<file path="config.mk">
export PLATFORM = sky130hd
export DESIGN_NAME = rat_recovery_ctrl_flat
export DESIGN_NICKNAME = d
export VERILOG_FILES = /design/src/rtl/rat_recovery_ctrl_if.sv /design/src/rtl/rat_recovery_ctrl.sv /design/src/flat_wrapper.sv
export SDC_FILE = /design/constraint.sdc
export NUM_CORES = 1
export LEC_CHECK = 0
export CAP_MARGIN = 20
export CORE_AREA = 8 8 113 115
export CTS_CLUSTER_SIZE = 12
export DETAILED_ROUTE_END_ITERATION = 6
export DIE_AREA = 0 0 121 123
export DONT_BUFFER_PORTS = 1
export GPL_TIMING_DRIVEN = 0
export PLACE_DENSITY = 0.68
export RECOVER_POWER = 100
export SLEW_MARGIN = 20
export SYNTH_ARGS = -nofsm -noshare
export SYNTH_HDL_FRONTEND = slang
export SYNTH_SLANG_ARGS = --single-unit
</file>
<file path="constraint.sdc">
create_clock -name clk -period 2.45 [get_ports clk]
set_input_delay 0.1225 -clock clk [delete_from_list [all_inputs] [get_ports clk]]
set_output_delay 0.1225 -clock clk [all_outputs]
set_load 0.01 [all_outputs]
</file>
<file path="src/rtl/rat_recovery_ctrl_if.sv">
// Bundle of signals between the recovery sequencer (slave), its requesters,
// the ROB read port and the RAT restore ports (master side).
interface rat_recovery_ctrl_if #(
  parameter int PHY_REG_NUM      = 64,
  parameter int PHY_REG_ID_WIDTH = 6,
  parameter int ROB_ID_WIDTH     = 5
);
  logic                        flush_req;
  logic [ROB_ID_WIDTH-1:0]     flush_rob_id;
  logic [ROB_ID_WIDTH-1:0]     rob_tail_id;
  logic                        rob_full;
  logic                        full_restore_req;
  logic [PHY_REG_NUM-1:0]      snap_valid;
  logic [PHY_REG_NUM-1:0]      snap_visible;
  logic [ROB_ID_WIDTH-1:0]     ctrl_rob_read_id;
  logic                        rob_ctrl_has_dest;
  logic [PHY_REG_ID_WIDTH-1:0] rob_ctrl_new_phy_id;
  logic [PHY_REG_ID_WIDTH-1:0] rob_ctrl_old_phy_id;
  logic                        restore_map;
  logic [PHY_REG_ID_WIDTH-1:0] restore_new_phy_id;
  logic [PHY_REG_ID_WIDTH-1:0] restore_old_phy_id;
  logic                        map_table_restore;
  logic [PHY_REG_NUM-1:0]      map_table_valid;
  logic [PHY_REG_NUM-1:0]      map_table_visible;
  logic                        busy;
  logic                        done;

  modport master (
    output flush_req, flush_rob_id, rob_tail_id, rob_full, full_restore_req,
           snap_valid, snap_visible, rob_ctrl_has_dest, rob_ctrl_new_phy_id,
           rob_ctrl_old_phy_id,
    input  ctrl_rob_read_id, restore_map, restore_new_phy_id, restore_old_phy_id,
           map_table_restore, map_table_valid, map_table_visible, busy, done
  );

  modport slave (
    input  flush_req, flush_rob_id, rob_tail_id, rob_full, full_restore_req,
           snap_valid, snap_visible, rob_ctrl_has_dest, rob_ctrl_new_phy_id,
           rob_ctrl_old_phy_id,
    output ctrl_rob_read_id, restore_map, restore_new_phy_id, restore_old_phy_id,
           map_table_restore, map_table_valid, map_table_visible, busy, done
  );
endinterface

</file>
<file path="src/rtl/rat_recovery_ctrl.sv">
// RAT rollback sequencer: walks squashed ROB entries newest-to-oldest issuing
// per-entry restores, or issues one full-table restore from the committed snapshot.
module rat_recovery_ctrl #(
  parameter int PHY_REG_NUM      = 64,
  parameter int PHY_REG_ID_WIDTH = 6,
  parameter int ROB_ID_WIDTH     = 5
) (
  input logic                clk,
  input logic                rst,
  rat_recovery_ctrl_if.slave bus
);
  localparam logic [ROB_ID_WIDTH-1:0] PTR_ONE   = ROB_ID_WIDTH'(1);
  localparam logic [ROB_ID_WIDTH:0]   CNT_ONE   = (ROB_ID_WIDTH + 1)'(1);
  localparam logic [ROB_ID_WIDTH:0]   ROB_DEPTH = {1'b1, {ROB_ID_WIDTH{1'b0}}};

  typedef enum logic [1:0] {
    IDLE,
    WALK,
    FULL,
    DONE
  } state_t;

  state_t                  state, state_next;
  logic [ROB_ID_WIDTH-1:0] ptr, ptr_next;
  logic [ROB_ID_WIDTH:0]   cnt, cnt_next;
  logic [PHY_REG_NUM-1:0]  snap_valid_q, snap_valid_next;
  logic [PHY_REG_NUM-1:0]  snap_visible_q, snap_visible_next;
  logic [ROB_ID_WIDTH-1:0] flush_dist;

  assign flush_dist = bus.rob_tail_id - bus.flush_rob_id;

  // NOTE: sequential state uses non-blocking assignments so every register
  // samples the pre-edge values regardless of statement order.
  always_ff @(posedge clk) begin
    if (rst) begin
      state          <= IDLE;
      ptr            <= '0;
      cnt            <= '0;
      snap_valid_q   <= '0;
      snap_visible_q <= '0;
    end else begin
      state          <= state_next;
      ptr            <= ptr_next;
      cnt            <= cnt_next;
      snap_valid_q   <= snap_valid_next;
      snap_visible_q <= snap_visible_next;
    end
  end

  // NOTE: every variable gets a hold/idle default first so no path leaves it
  // unassigned, which would otherwise infer a latch.
  always_comb begin
    state_next         = state;
    ptr_next           = ptr;
    cnt_next           = cnt;
    snap_valid_next    = snap_valid_q;
    snap_visible_next  = snap_visible_q;
    bus.restore_map        = 1'b0;
    bus.restore_new_phy_id = '0;
    bus.restore_old_phy_id = '0;
    bus.map_table_restore  = 1'b0;
    bus.done               = 1'b0;

    unique case (state)
      IDLE: begin
        // Full restore wins; a coincident partial flush is dropped.
        if (bus.full_restore_req) begin
          snap_valid_next   = bus.snap_valid;
          snap_visible_next = bus.snap_visible;
          state_next        = FULL;
        end else if (bus.flush_req) begin
          if (flush_dist == '0 && !bus.rob_full) begin
            state_next = DONE;
          end else begin
            ptr_next   = bus.rob_tail_id - PTR_ONE;
            cnt_next   = (flush_dist == '0) ? ROB_DEPTH : {1'b0, flush_dist};
            state_next = WALK;
          end
        end
      end
      WALK: begin
        bus.restore_map        = bus.rob_ctrl_has_dest;
        bus.restore_new_phy_id = bus.rob_ctrl_new_phy_id;
        bus.restore_old_phy_id = bus.rob_ctrl_old_phy_id;
        ptr_next               = ptr - PTR_ONE;
        cnt_next               = cnt - CNT_ONE;
        if (cnt == CNT_ONE) state_next = DONE;
      end
      FULL: begin
        bus.map_table_restore = 1'b1;
        state_next            = DONE;
      end
      DONE: begin
        bus.done   = 1'b1;
        state_next = IDLE;
      end
      default: state_next = IDLE;
    endcase
  end

  assign bus.ctrl_rob_read_id  = ptr;
  assign bus.map_table_valid   = snap_valid_q;
  assign bus.map_table_visible = snap_visible_q;
  assign bus.busy              = (state != IDLE);
endmodule
</file>
<file path="src/flat_wrapper.sv">
// flat-port wrapper written by rule: the top's interface ports become plain ports
module rat_recovery_ctrl_flat 
#(
  parameter int PHY_REG_NUM      = 64,
  parameter int PHY_REG_ID_WIDTH = 6,
  parameter int ROB_ID_WIDTH     = 5
)
  (clk, rst, bus_flush_req, bus_flush_rob_id, bus_rob_tail_id, bus_rob_full, bus_full_restore_req, bus_snap_valid, bus_snap_visible, bus_rob_ctrl_has_dest, bus_rob_ctrl_new_phy_id, bus_rob_ctrl_old_phy_id, bus_ctrl_rob_read_id, bus_restore_map, bus_restore_new_phy_id, bus_restore_old_phy_id, bus_map_table_restore, bus_map_table_valid, bus_map_table_visible, bus_busy, bus_done);
  rat_recovery_ctrl_if #(.PHY_REG_NUM(PHY_REG_NUM), .PHY_REG_ID_WIDTH(PHY_REG_ID_WIDTH), .ROB_ID_WIDTH(ROB_ID_WIDTH)) bus_i ();
  input logic clk;
  input logic rst;
  input wire logic [$bits(bus_i.flush_req)-1:0] bus_flush_req;
  input wire logic [$bits(bus_i.flush_rob_id)-1:0] bus_flush_rob_id;
  input wire logic [$bits(bus_i.rob_tail_id)-1:0] bus_rob_tail_id;
  input wire logic [$bits(bus_i.rob_full)-1:0] bus_rob_full;
  input wire logic [$bits(bus_i.full_restore_req)-1:0] bus_full_restore_req;
  input wire logic [$bits(bus_i.snap_valid)-1:0] bus_snap_valid;
  input wire logic [$bits(bus_i.snap_visible)-1:0] bus_snap_visible;
  input wire logic [$bits(bus_i.rob_ctrl_has_dest)-1:0] bus_rob_ctrl_has_dest;
  input wire logic [$bits(bus_i.rob_ctrl_new_phy_id)-1:0] bus_rob_ctrl_new_phy_id;
  input wire logic [$bits(bus_i.rob_ctrl_old_phy_id)-1:0] bus_rob_ctrl_old_phy_id;
  output wire logic [$bits(bus_i.ctrl_rob_read_id)-1:0] bus_ctrl_rob_read_id;
  output wire logic [$bits(bus_i.restore_map)-1:0] bus_restore_map;
  output wire logic [$bits(bus_i.restore_new_phy_id)-1:0] bus_restore_new_phy_id;
  output wire logic [$bits(bus_i.restore_old_phy_id)-1:0] bus_restore_old_phy_id;
  output wire logic [$bits(bus_i.map_table_restore)-1:0] bus_map_table_restore;
  output wire logic [$bits(bus_i.map_table_valid)-1:0] bus_map_table_valid;
  output wire logic [$bits(bus_i.map_table_visible)-1:0] bus_map_table_visible;
  output wire logic [$bits(bus_i.busy)-1:0] bus_busy;
  output wire logic [$bits(bus_i.done)-1:0] bus_done;
  assign bus_i.flush_req = bus_flush_req;
  assign bus_i.flush_rob_id = bus_flush_rob_id;
  assign bus_i.rob_tail_id = bus_rob_tail_id;
  assign bus_i.rob_full = bus_rob_full;
  assign bus_i.full_restore_req = bus_full_restore_req;
  assign bus_i.snap_valid = bus_snap_valid;
  assign bus_i.snap_visible = bus_snap_visible;
  assign bus_i.rob_ctrl_has_dest = bus_rob_ctrl_has_dest;
  assign bus_i.rob_ctrl_new_phy_id = bus_rob_ctrl_new_phy_id;
  assign bus_i.rob_ctrl_old_phy_id = bus_rob_ctrl_old_phy_id;
  assign bus_ctrl_rob_read_id = bus_i.ctrl_rob_read_id;
  assign bus_restore_map = bus_i.restore_map;
  assign bus_restore_new_phy_id = bus_i.restore_new_phy_id;
  assign bus_restore_old_phy_id = bus_i.restore_old_phy_id;
  assign bus_map_table_restore = bus_i.map_table_restore;
  assign bus_map_table_valid = bus_i.map_table_valid;
  assign bus_map_table_visible = bus_i.map_table_visible;
  assign bus_busy = bus_i.busy;
  assign bus_done = bus_i.done;
  rat_recovery_ctrl #(.PHY_REG_NUM(PHY_REG_NUM), .PHY_REG_ID_WIDTH(PHY_REG_ID_WIDTH), .ROB_ID_WIDTH(ROB_ID_WIDTH)) u_core (.clk(clk), .rst(rst), .bus(bus_i));
endmodule
</file>
==> impl_metrics.toml <==
[synth]
synth_edf_count = 0
synth_flop_cell = "dfxtp_1"
postSynthAreaPerCell_um2 = 7.760
yosysMostFrequentCell = "nand2_1"
synth_top_cell_area_share = 0.5095
ys_types = 46
async_flop_share = 0
yosysWarnings = 0
syn-cell-area_um2 = 5540
ys_seq_area_frac = 0.5095
synth_top_area_cell = "dfxtp_1"
ys_top_cells_by_count = "267 x nand2_1, 141 x dfxtp_1, 139 x a21oi_1, 45 x clkbuf_1"
syn_nets = 882
synthTopCellsByArea = "dfxtp_1 51%, nand2_1 18%, a21oi_1 13%"
synthCells = 714
ys_ff_latch = 141

[routing]
top_layer = "met4"
vias = 5668
dr.pass1.iters = 7
wl_met1_um = 6866
route.met2.wl_um = 10570
wl_per_cell_um = 19.90
drc_errors = 0
wl_met3_um = 2236
wl_um = 20230
vias_per_cell = 5.573
ant_nets = 0
drt_iter0_drc = 465

[placed_design]
place_inst = 857
detailedPlace.worstSlack_ns = 0.1665
dpl.hpwl_um = 13880
place_area_um2 = 5719
place.gp.congestion = 0.8357
io_buffers = 0

[clock_tree]
cts.path.max_buffers = 2
htreeDepth = 4
cts.clk_slew.worst_paths_ns = 0.06
clk_latency_ns = 0.42
cts_root_buffer = "clkbuf_16"
cts_setup_buffers = 0
cts_buffers = 17
cts_tree = "done"
cts.sinks = 141

[setup_path]
timing.rr.end = "u_core.bus.ctrl_rob_read_id[4]"
arrival_ns = 2.63
critPathCaptureType = "flip-flop"
startpoint = "u_core.state[1]"
cp.required_ns = 2.79
r2r-start = "u_core.state[1]"
crit_fanout = 7
rrSetupSlack_ns = 0.17
crit_type = "reg2reg"
rr_worst_depth = 9
worstSetupStartpointType = "flip-flop"
critPathCapture = "u_core.bus.ctrl_rob_read_id[4]"

[timing]
min_period_ns = 2.284
setup_viol = 0
fin_ws_ns = 0.1661
slew_headroom = 0.6113
finalCritPeriodShare = 0.9322
final.setup_skew_ns = 0.007391
rsz0062_at_grt = "no"
setup-tns-final_ns = 0
tightest_slew_ns = 0.5830
hold_viol = 0
drv_slew = 0
timing.fmax_mhz = 437.8
holdWs_ns = 0.01863

[floorplan]
num_rows = 39
boundaryPins = 305
die_w_um = 121
start_util = 0.5002
die_area_um2 = 14880
core_area_um2 = 11080
die_h_um = 123

[run_status]
status = "complete, no violations"

[grt]
grt_pass1_wl_um = 30480
grt_pass1_vias = 5799
grt_max_degree = 17
grt-ovfl-total = 0
antenna_found_initial = 0
grt_util_all_layers = 0.2598

[layout]
fillCellCount = 811
finalInstanceArea_um2 = 7592
instances_no_fill = 1017
seq_area_um2 = 2823
drive_gt1_frac = 0.05161
multi_input_comb_area_um2 = 2465
num-nets-final = 1029
area_growth_pct = 37.04

[flow_run]
cap_violations = 0

[min_path]
hp-class = "in2reg"
min_path_cells = 4

[pwr]
p_per_area_nw_per_um2 = 1111
peakVddDrop_mv = 0.7221
power.leakage_nw = 2.913
[metrics by stage]
| stage | total power (W) | util |
|---|---|---|
| floorplan | 0.005045 | - |
| global placement | 0.005595 | 0.5163 |
| detailed placement | 0.005711 | 0.5163 |
| CTS | 0.008385 | 0.6849 |
| global route | 0.008917 | 0.6850 |
| finish | 0.008434 | 0.6854 |
[what timing repair did]
item | in CTS | in global routing
setup endpoints to repair | 0 | 59
hold buffers | 129 | 0
hold endpoints to repair | 129 | 0
gates resized for setup | 0 | 5
[cell families (layout without fill, tap and decap cells)]
logic type | after synthesis | count (layout) | share of synthesized area
AO/OA/AOI/OAI | 170 | 170 | 0.1662
XOR/XNOR | 2 | 2 | 0.003162
adder cells (fa/ha/maj) | 12 | 12 | 0.02846
buffers and inverters | 65 | 223 | 0.04607
flip-flops | 141 | 141 | 0.5095
multiplexers | 6 | 6 | 0.01084
other | 0 | 2 | 0
AND/OR/NAND/NOR | 318 | 318 | 0.2358
[cells in the final DEF, fill, tap and decap left out, types with 3 or more instances in the layout]
master / synthesis / layout
nand3_1: 3 / 3
o211ai_1: 3 / 3
buf_2: 3 / 3
dfxtp_1: 141 / 141
and2_0: 0 / 12
dlygate4sd3_1: 0 / 129
nor3_1: 8 / 8
clkbuf_1: 45 / 45
a21oi_1: 139 / 139
inv_1: 14 / 14
o21ai_0: 10 / 10
clkbuf_16: 0 / 17
nor2_1: 10 / 10
clkinv_2: 0 / 4
a211oi_1: 3 / 3
nand2_1: 267 / 267
mux2i_1: 6 / 6
ha_1: 11 / 10
clkbuf_8: 0 / 4
[state kept, by name, indices dropped and copies added (netlist names)]
| name | flops |
|---|---|
| u_core.bus.ctrl_rob_read_id | 5 |
| u_core.bus.map_table_visible | 64 |
| u_core.state | 2 |
| u_core.bus.map_table_valid | 64 |
| u_core.cnt | 6 |
[layer usage]
layer	track usage	up-vias
li1	-	2626
met1	0.2565	2650
met2	0.4694	342
met3	0.1064	50
met4	0.1194	0
met5	0	-
[cell type report]
type / count / area share
buffer: 49 / 0.02604
clock inverter: 7 / 0.01154
multi-input combinational: 508 / 0.3247
sequential: 141 / 0.3718
tap: 143 / 0.02357
clock buffer: 23 / 0.06427
inverter: 15 / 0.007416
timing repair buffer: 129 / 0.1701
antenna: 2 / 0.0006592
[how the worst min path moves through the flow]
stage / startpoint / slack (ns) / endpoint
2_1_floorplan: bus_snap_valid[0] / 0.26 / u_core.bus.map_table_valid[0]
3_3_place_gp: bus_snap_visible[14] / 0.26 / u_core.bus.map_table_visible[14]
3_5_place_dp: bus_snap_visible[50] / 0.27 / u_core.bus.map_table_visible[50]
4_1_cts: bus_rob_tail_id[4] / 0.002 / u_core.bus.ctrl_rob_read_id[4]
5_1_grt: bus_rob_tail_id[4] / 0.04 / u_core.bus.ctrl_rob_read_id[4]
6_report: bus_rob_tail_id[4] / 0.02 / u_core.bus.ctrl_rob_read_id[4]
[power by group]
part / internal [W] / switching (W)
registers: 0.00279 / 0.000639
clock network: 0.00159 / 0.000933
logic: 0.000896 / 0.00159
total: 0.00527 / 0.00317
[critical path, cell delays in order, from the launching register on]
cell and delay [ns]:
dfxtp_1 0.38, inv_1 0.08, ha_1 0.19, buf_6 0.14
mux2i_1 0.26, ha_2 0.29, o21ai_2 0.09, or4_1 0.49
o22a_1 0.19, a31oi_1 0.11
Note: power is estimated with default switching activity, not from simulation.
